--- config.mk ---
export PLATFORM = sky130hd
export DESIGN_NAME = icache_tag_arbiter
export DESIGN_NICKNAME = d
export VERILOG_FILES = /design/src/rtl/icache_tag_arbiter.sv
export SDC_FILE = /design/constraint.sdc
export NUM_CORES = 1
export LEC_CHECK = 0
export ABC_AREA = 1
export CORE_MARGIN = 2
export CORE_UTILIZATION = 39
export CTS_BUF_LIST = sky130_fd_sc_hd__clkbuf_16
export DETAILED_ROUTE_END_ITERATION = 8
export PLACE_DENSITY = 0.82
export SLEW_MARGIN = 15
export SYNTH_ARGS = -nofsm -noshare
export SYNTH_HDL_FRONTEND = slang
export SYNTH_SLANG_ARGS = --single-unit
--- constraint.sdc ---
create_clock -name i_clk -period 2.6 [get_ports i_clk]
set_clock_uncertainty 0.15 [all_clocks]
set_input_delay 0.39 -clock i_clk [delete_from_list [all_inputs] [get_ports i_clk]]
set_output_delay 0.39 -clock i_clk [all_outputs]
set_load 0.005 [all_outputs]
--- src/rtl/icache_tag_arbiter.sv ---
// icache_tag_arbiter: shares the ICache tag port between the invalidate sweep, refill writes and IF1 lookups
module icache_tag_arbiter #(
  parameter int NUM_SETS  = 64,
  parameter int NUM_WAYS  = 4,
  parameter int SET_IDX_W = $clog2(NUM_SETS)
) (
  input  logic                 i_clk,
  input  logic                 i_rst_n,
  input  logic                 i_fetch_req,
  input  logic [SET_IDX_W-1:0] i_fetch_set,
  output logic                 o_fetch_avail,
  input  logic                 i_refill_req,
  input  logic [SET_IDX_W-1:0] i_refill_set,
  input  logic [NUM_WAYS-1:0]  i_refill_way,
  output logic                 o_refill_grant,
  input  logic                 i_inv_start,
  output logic                 o_inv_busy,
  output logic                 o_inv_done,
  output logic                 o_tag_en,
  output logic                 o_tag_we,
  output logic [SET_IDX_W-1:0] o_tag_set,
  output logic [NUM_WAYS-1:0]  o_tag_way_mask,
  output logic                 o_tag_wsel_refill
);
  typedef enum logic [1:0] {SWEEP, DONE, IDLE} st_t;
  st_t                 st, st_nxt;
  logic [SET_IDX_W-1:0] cnt, cnt_nxt;
  logic                 pend, pend_nxt;
  always_ff @(posedge i_clk or negedge i_rst_n)
    if (!i_rst_n) begin
      st   <= SWEEP;
      cnt  <= '0;
      pend <= 1'b0;
    end else begin
      st   <= st_nxt;
      cnt  <= cnt_nxt;
      pend <= pend_nxt;
    end
  always_comb begin
    st_nxt            = st;
    cnt_nxt           = cnt;
    pend_nxt          = pend;
    o_fetch_avail     = 1'b0;
    o_refill_grant    = 1'b0;
    o_inv_busy        = 1'b0;
    o_inv_done        = 1'b0;
    o_tag_en          = 1'b0;
    o_tag_we          = 1'b0;
    o_tag_set         = '0;
    o_tag_way_mask    = '0;
    o_tag_wsel_refill = 1'b0;
    case (st)
      SWEEP: begin
        o_tag_en       = 1'b1;
        o_tag_we       = 1'b1;
        o_tag_set      = cnt;
        o_tag_way_mask = '1;
        o_inv_busy     = 1'b1;
        cnt_nxt        = cnt + 1'b1;
        pend_nxt       = pend | i_inv_start;
        st_nxt         = (cnt == SET_IDX_W'(NUM_SETS - 1)) ? DONE : SWEEP;
      end
      DONE: begin
        // a start seen here collapses with any pending one into a single extra sweep
        o_inv_done = 1'b1;
        st_nxt     = (pend | i_inv_start) ? SWEEP : IDLE;
        pend_nxt   = 1'b0;
      end
      IDLE: begin
        o_refill_grant    = i_refill_req;
        o_fetch_avail     = !i_refill_req;
        o_tag_en          = i_refill_req | i_fetch_req;
        o_tag_we          = i_refill_req;
        o_tag_wsel_refill = i_refill_req;
        o_tag_set         = i_refill_req ? i_refill_set : i_fetch_req ? i_fetch_set : '0;
        o_tag_way_mask    = i_refill_req ? i_refill_way : i_fetch_req ? '1 : '0;
        st_nxt            = i_inv_start ? SWEEP : IDLE;
        cnt_nxt           = '0;
      end
      default: begin
        st_nxt  = SWEEP;
        cnt_nxt = '0;
      end
    endcase
  end
endmodule

==> impl_metrics.py <==
metrics = {
    "timing": {
        "rsz0062_at_grt": "no",
        "max_freq_ghz": 0.412,
        "maxSlewViolCount": 0,
        "worst_slew_pin_slew_ps": 505,
        "relSlewSlack": 0.663,
        "fin_crit_sh": 0.933,
        "hold_violations": 0,
        "tns_ps": 0,
        "setup_viol": 0,
        "fin_crit_ps": 2430,
        "layout_setup_ws_ps": 175,
    },
    "min_path": {
        "hp-class": "in2async",
    },
    "finish": {
        "final_area_um2": 1100,
        "register_area_um2": 225,
        "drive_above_1_share": 0.0866,
        "n_antenna_cell": 0,
        "final_common_cell": "clkdlybuf4s50_1",
        "area_delta_synth_final_pct": 68.5,
        "multi_input_area_um2": 367,
        "fillers": 119,
        "layout_common_cells": "clkdlybuf4s50_1, nand2_1, nand3_1",
        "finalNetCount": 150,
        "stdcell_count": 143,
    },
    "cts": {
        "clk_pin_slew_ps": 40,
        "cts.sinks": 9,
        "cts_buffers": 3,
        "cts_htree_levels": 1,
        "cts-hold-fix-buffers": 0,
        "cts_buffer_depth": 2,
        "worst_skew_pair.late_latency_ps": 230,
        "cts_tree": "built",
        "cts_root_buf": "clkbuf_16",
    },
    "synth": {
        "yosysUniqueCellTypes": 22,
        "synth_edf_count": 0,
        "synth_area_per_cell_um2": 7.31,
        "ys_seq_area_frac": 0.346,
        "synth_area_um2": 651,
        "async_flop_share": 1.00,
        "synth_top_flop_cell": "dfrtp_1",
        "ys_seq_elements": 9,
        "postSynthCellCount": 89,
        "yosysWarnings": 0,
        "syn_nets": 111,
    },
    "die": {
        "dieArea_um2": 2010,
        "die_h_um": 44.8,
        "die_w_um": 44.8,
        "core_um2": 1540,
        "ios": 38,
        "start_util": 0.422,
        "rows": 14,
    },
    "global_route": {
        "antenna_found_initial": 0,
        "grt_first_pass_wirelength_um": 2780,
        "grt_start_max_net_pins": 12,
        "grt_pass1_vias": 634,
        "overflow": 0,
        "grt_util_all_layers": 0.190,
    },
    "pwr": {
        "ir_drop_uv": 790,
        "powerDensity_nw_per_um2": 842,
        "p_leak_uw": 0.000507,
    },
    "route": {
        "finalWirelength_um": 1630,
        "viasPerCell": 4.99,
        "wl_per_cell_um": 11.4,
        "route.detailed.drc": 0,
        "postRouteAntennaNets": 0,
        "vias": 714,
        "drtIter0Drc": 17,
        "drt_first_pass_iters": 4,
    },
    "placed_design": {
        "numPortBuffers": 37,
        "dp_slack_ps": 71.1,
        "post-place-cells": 139,
        "place_area_um2": 1010,
        "place_congestion": 0.792,
        "dp.final_hpwl_um": 1350,
    },
    "setup_path": {
        "r2r_start": "st[1]",
        "critPathRequiredTime_ps": 2060,
        "crit_path_start": "st[0]",
        "crit_end": "o_tag_set[0]",
        "worstRegToRegCells": 4,
        "reg2reg_slack_ps": 1190,
        "end_kind": "output pin",
        "arrival_ps": 1890,
        "reg2reg_to": "cnt[1]",
        "startpoint_type": "flip-flop",
        "worstSetupPathType": "reg2out",
        "crit_fanout": 11,
    },
    "run": {
        "cap_violations": 0,
    },
    "run_status": {
        "status": "finished clean",
    },
}
[Yosys cell counts, drive strengths merged (2+ instances only)]
master	instances	area share
nand2	32	0.21
nand3	10	0.077
nor2	10	0.094
dfrtp	9	0.35
inv	8	0.050
a31oi	5	0.048
a21oi	4	0.031
buf	3	0.040
nor3	2	0.033
o21ai	2	0.015
[per-stage QoR]
stage                     total power [µW]  hold slack (ps)  utilization
after floorplan                        459            -55.6            -
after global placement                 653              340        0.658
after detailed placement               666              363        0.658
after CTS                              937              322        0.709
after global routing                  1010              351        0.711
final                                  923              310        0.711
[what timing repair did]
item	in CTS	in global routing
buffers inserted	0	0
endpoints found under the setup margin	0	3
gates resized for setup	0	1
[state kept, by name, indices dropped and copies added, names as in the netlist]
name / flops
pend: 1
st: 2
cnt: 6
[cell families after synthesis]
kind of cell / Yosys count / synth area share
AO/OA/AOI/OAI: 12 / 0.108
XOR/XNOR: 1 / 0.0135
adder cells (fa/ha/maj): 1 / 0.0192
buffers and inverters: 11 / 0.0904
flip-flops: 9 / 0.346
AND/OR/NAND/NOR: 55 / 0.423
[final cells by class]
cell class	count	area share
flip-flops and latches	9	0.205
repair buffers	37	0.340
inverters	8	0.0297
well taps	16	0.0183
multi-input cells	69	0.334
clock inverters	1	0.00342
clock buffers	3	0.0685
[per-layer routing]
layer	routed length, µm	up-vias	track usage
met1	730	310	0.234
met3	143	2	0.0560
met2	733	30	0.313
li1	-	372	-
met4	19	0	0.0706
met5	0	-	0
[worst min-delay path by stage]
stage | start | to | slack, ps | cells past startpoint
global route | i_rst_n | cnt[2] | 350 | 1
floorplan | i_rst_n | cnt[0] | -60 | 0
CTS | i_rst_n | cnt[2] | 320 | 1
detailed placement | pend | st[1] | 360 | 3
global placement | pend | st[1] | 340 | 3
finish | i_rst_n | cnt[2] | 310 | 1
[critical path: stages, from the launching register on]
cell and delay (ps):
dfrtp_1 510, inv_2 180, nand2_8 90, nor3_4 220, nand2_1 80, nand3_1 80
clkdlybuf4s50_1 500
[power by group]
group	switching [µW]	internal (µW)	leakage, µW
registers	64.2	198	0.000106
logic	160	239	0.000359
clock network	61.7	200	0.0000423
total	286	637	0.000507
No activity file was read; power rests on OpenSTA's default activity.
==> variant: new RTL, same settings <==
Encoding of `st_t`: now one-hot (3 bits for 3 values).
--- a/src/rtl/icache_tag_arbiter.sv
+++ b/src/rtl/icache_tag_arbiter.sv
@@ -22,7 +22,7 @@
   output logic [NUM_WAYS-1:0]  o_tag_way_mask,
   output logic                 o_tag_wsel_refill
 );
-  typedef enum logic [1:0] {SWEEP, DONE, IDLE} st_t;
+  typedef enum logic [2:0] {SWEEP = 3'b001, DONE = 3'b010, IDLE = 3'b100} st_t;
   st_t                 st, st_nxt;
   logic [SET_IDX_W-1:0] cnt, cnt_nxt;
   logic                 pend, pend_nxt;
Check against the original RTL: same outputs for any inputs over 10 cycles, from zero or initial values and one cycle with i_rst_n low; not proved beyond that.
==> variant against the unedited design <==
Cell count increased by 29%; total power rose by 9.9%; synthesized area is 20% higher; setup slack improved by 0.014 ns; non-clock buffer count unchanged; register-to-register slack gained 0.03 ns; first-iteration DRC count is 59% higher; final area is 13% higher; sequential cell count is 1 higher; routed wire length increased by 36%.
==> variant: results (changes against the unedited design) <==
| Metric | Value |
|---|---|
| Run status | `finished, final reports clean (unchanged)` |
| Fraction of layout instances using a drive strength above 1 | `0.1210 (was 0.08661)` |
| Area of placed instances | `1161 um2 (was 1015 um2)` |
| Vias in the first global route | `824 (was 634)` |
| Largest cells by area after synthesis | `dfrtp_1, nand2_1, nand3_1 (unchanged)` |
| Global routing usage on met2 | `0.3630 (was 0.3130)` |
| Final HPWL DP | `1.636 mm (was 1.350 mm)` |
| Wire length of the first global-routing pass | `3.712 mm (was 2.780 mm)` |
| Gp weighted congestion | `0.8059 (was 0.7920)` |
| Routed length on met3 | `169 um (was 143 um)` |
| Iter 0 DRT Violations | `27 (was 17)` |
| Syn_nets | `141 (was 111)` |
| Placement-stage worst setup slack | `0.06254 ns (was 0.07107 ns)` |
| DRT Wirelength | `2.210 mm (was 1.627 mm)` |
| Leakage component of the power | `0.0006091 uW (was 0.0005073 uW)` |
| Portion of the post-synthesis area used by sequential elements | `0.3211 (was 0.3462)` |
| Clock period minus worst slack | `2.411 ns (was 2.425 ns)` |
| Critical path's slowest cell | `clkdlybuf4s50_1 (was dfrtp_1)` |
| Area fraction in compound gates after synthesis | `0.1294 (was 0.1077)` |
| Endpoint arrival time on the critical path | `1.87 ns (was 1.89 ns)` |
| Worst reg2reg path startpoint | `st[0] (was st[1])` |
| Pin count of the biggest net entering global routing | `16 (was 12)` |
| Endpoint of the lowest-slack register-to-register path | `cnt[4] (was cnt[1])` |
| Met1 Use GR | `0.2314 (was 0.2343)` |
| Met2 wirelength from detailed routing | `1.100 mm (was 733 um)` |
| Met3 global-route usage | `0.03988 (was 0.05600)` |
| Min Hold Slack | `0.3208 ns (was 0.3105 ns)` |
| Worst max-slew margin expressed relative to the limit | `0.6961 (was 0.6632)` |
| Sum of routed wire segments on met1 | `910 um (was 730 um)` |
[variant: cell count changes in the layout (fill, tap and decap cells not counted), sizes merged, moves of 2 or more]
cell,change
nand3,+7
nor3,-2
a21oi,-4
nand2,+13
a31oi,-5
inv,+7
o21ai,+14
[variant: worst max-delay path by stage]
stage	from	end
2_1_floorplan	st[0]	o_tag_wsel_refill
3_3_place_gp	i_refill_req	o_tag_set[3]
3_5_place_dp	i_refill_req	o_tag_set[1]
4_1_cts	i_refill_req	o_tag_set[3]
5_1_grt	i_fetch_req	o_tag_way_mask[0]
6_report	i_fetch_req	o_tag_way_mask[2]
[variant: cell type report]
class                           count  area (um2)
Clock buffer                        3       75.07
Clock inverter                      1       3.754
Fill cell                         176       679.4
Inverter                           15       61.31
Multi-Input combinational cell     91       444.2
Sequential cell                    10       251.5
Tap cell                           27       33.78
Timing Repair Buffer               37       372.9
[variant: report_power, final]
part | total (uW) | switching [uW] | internal, uW
logic | 487 | 225 | 262
clock network | 271 | 70.1 | 201
registers | 256 | 46.6 | 210
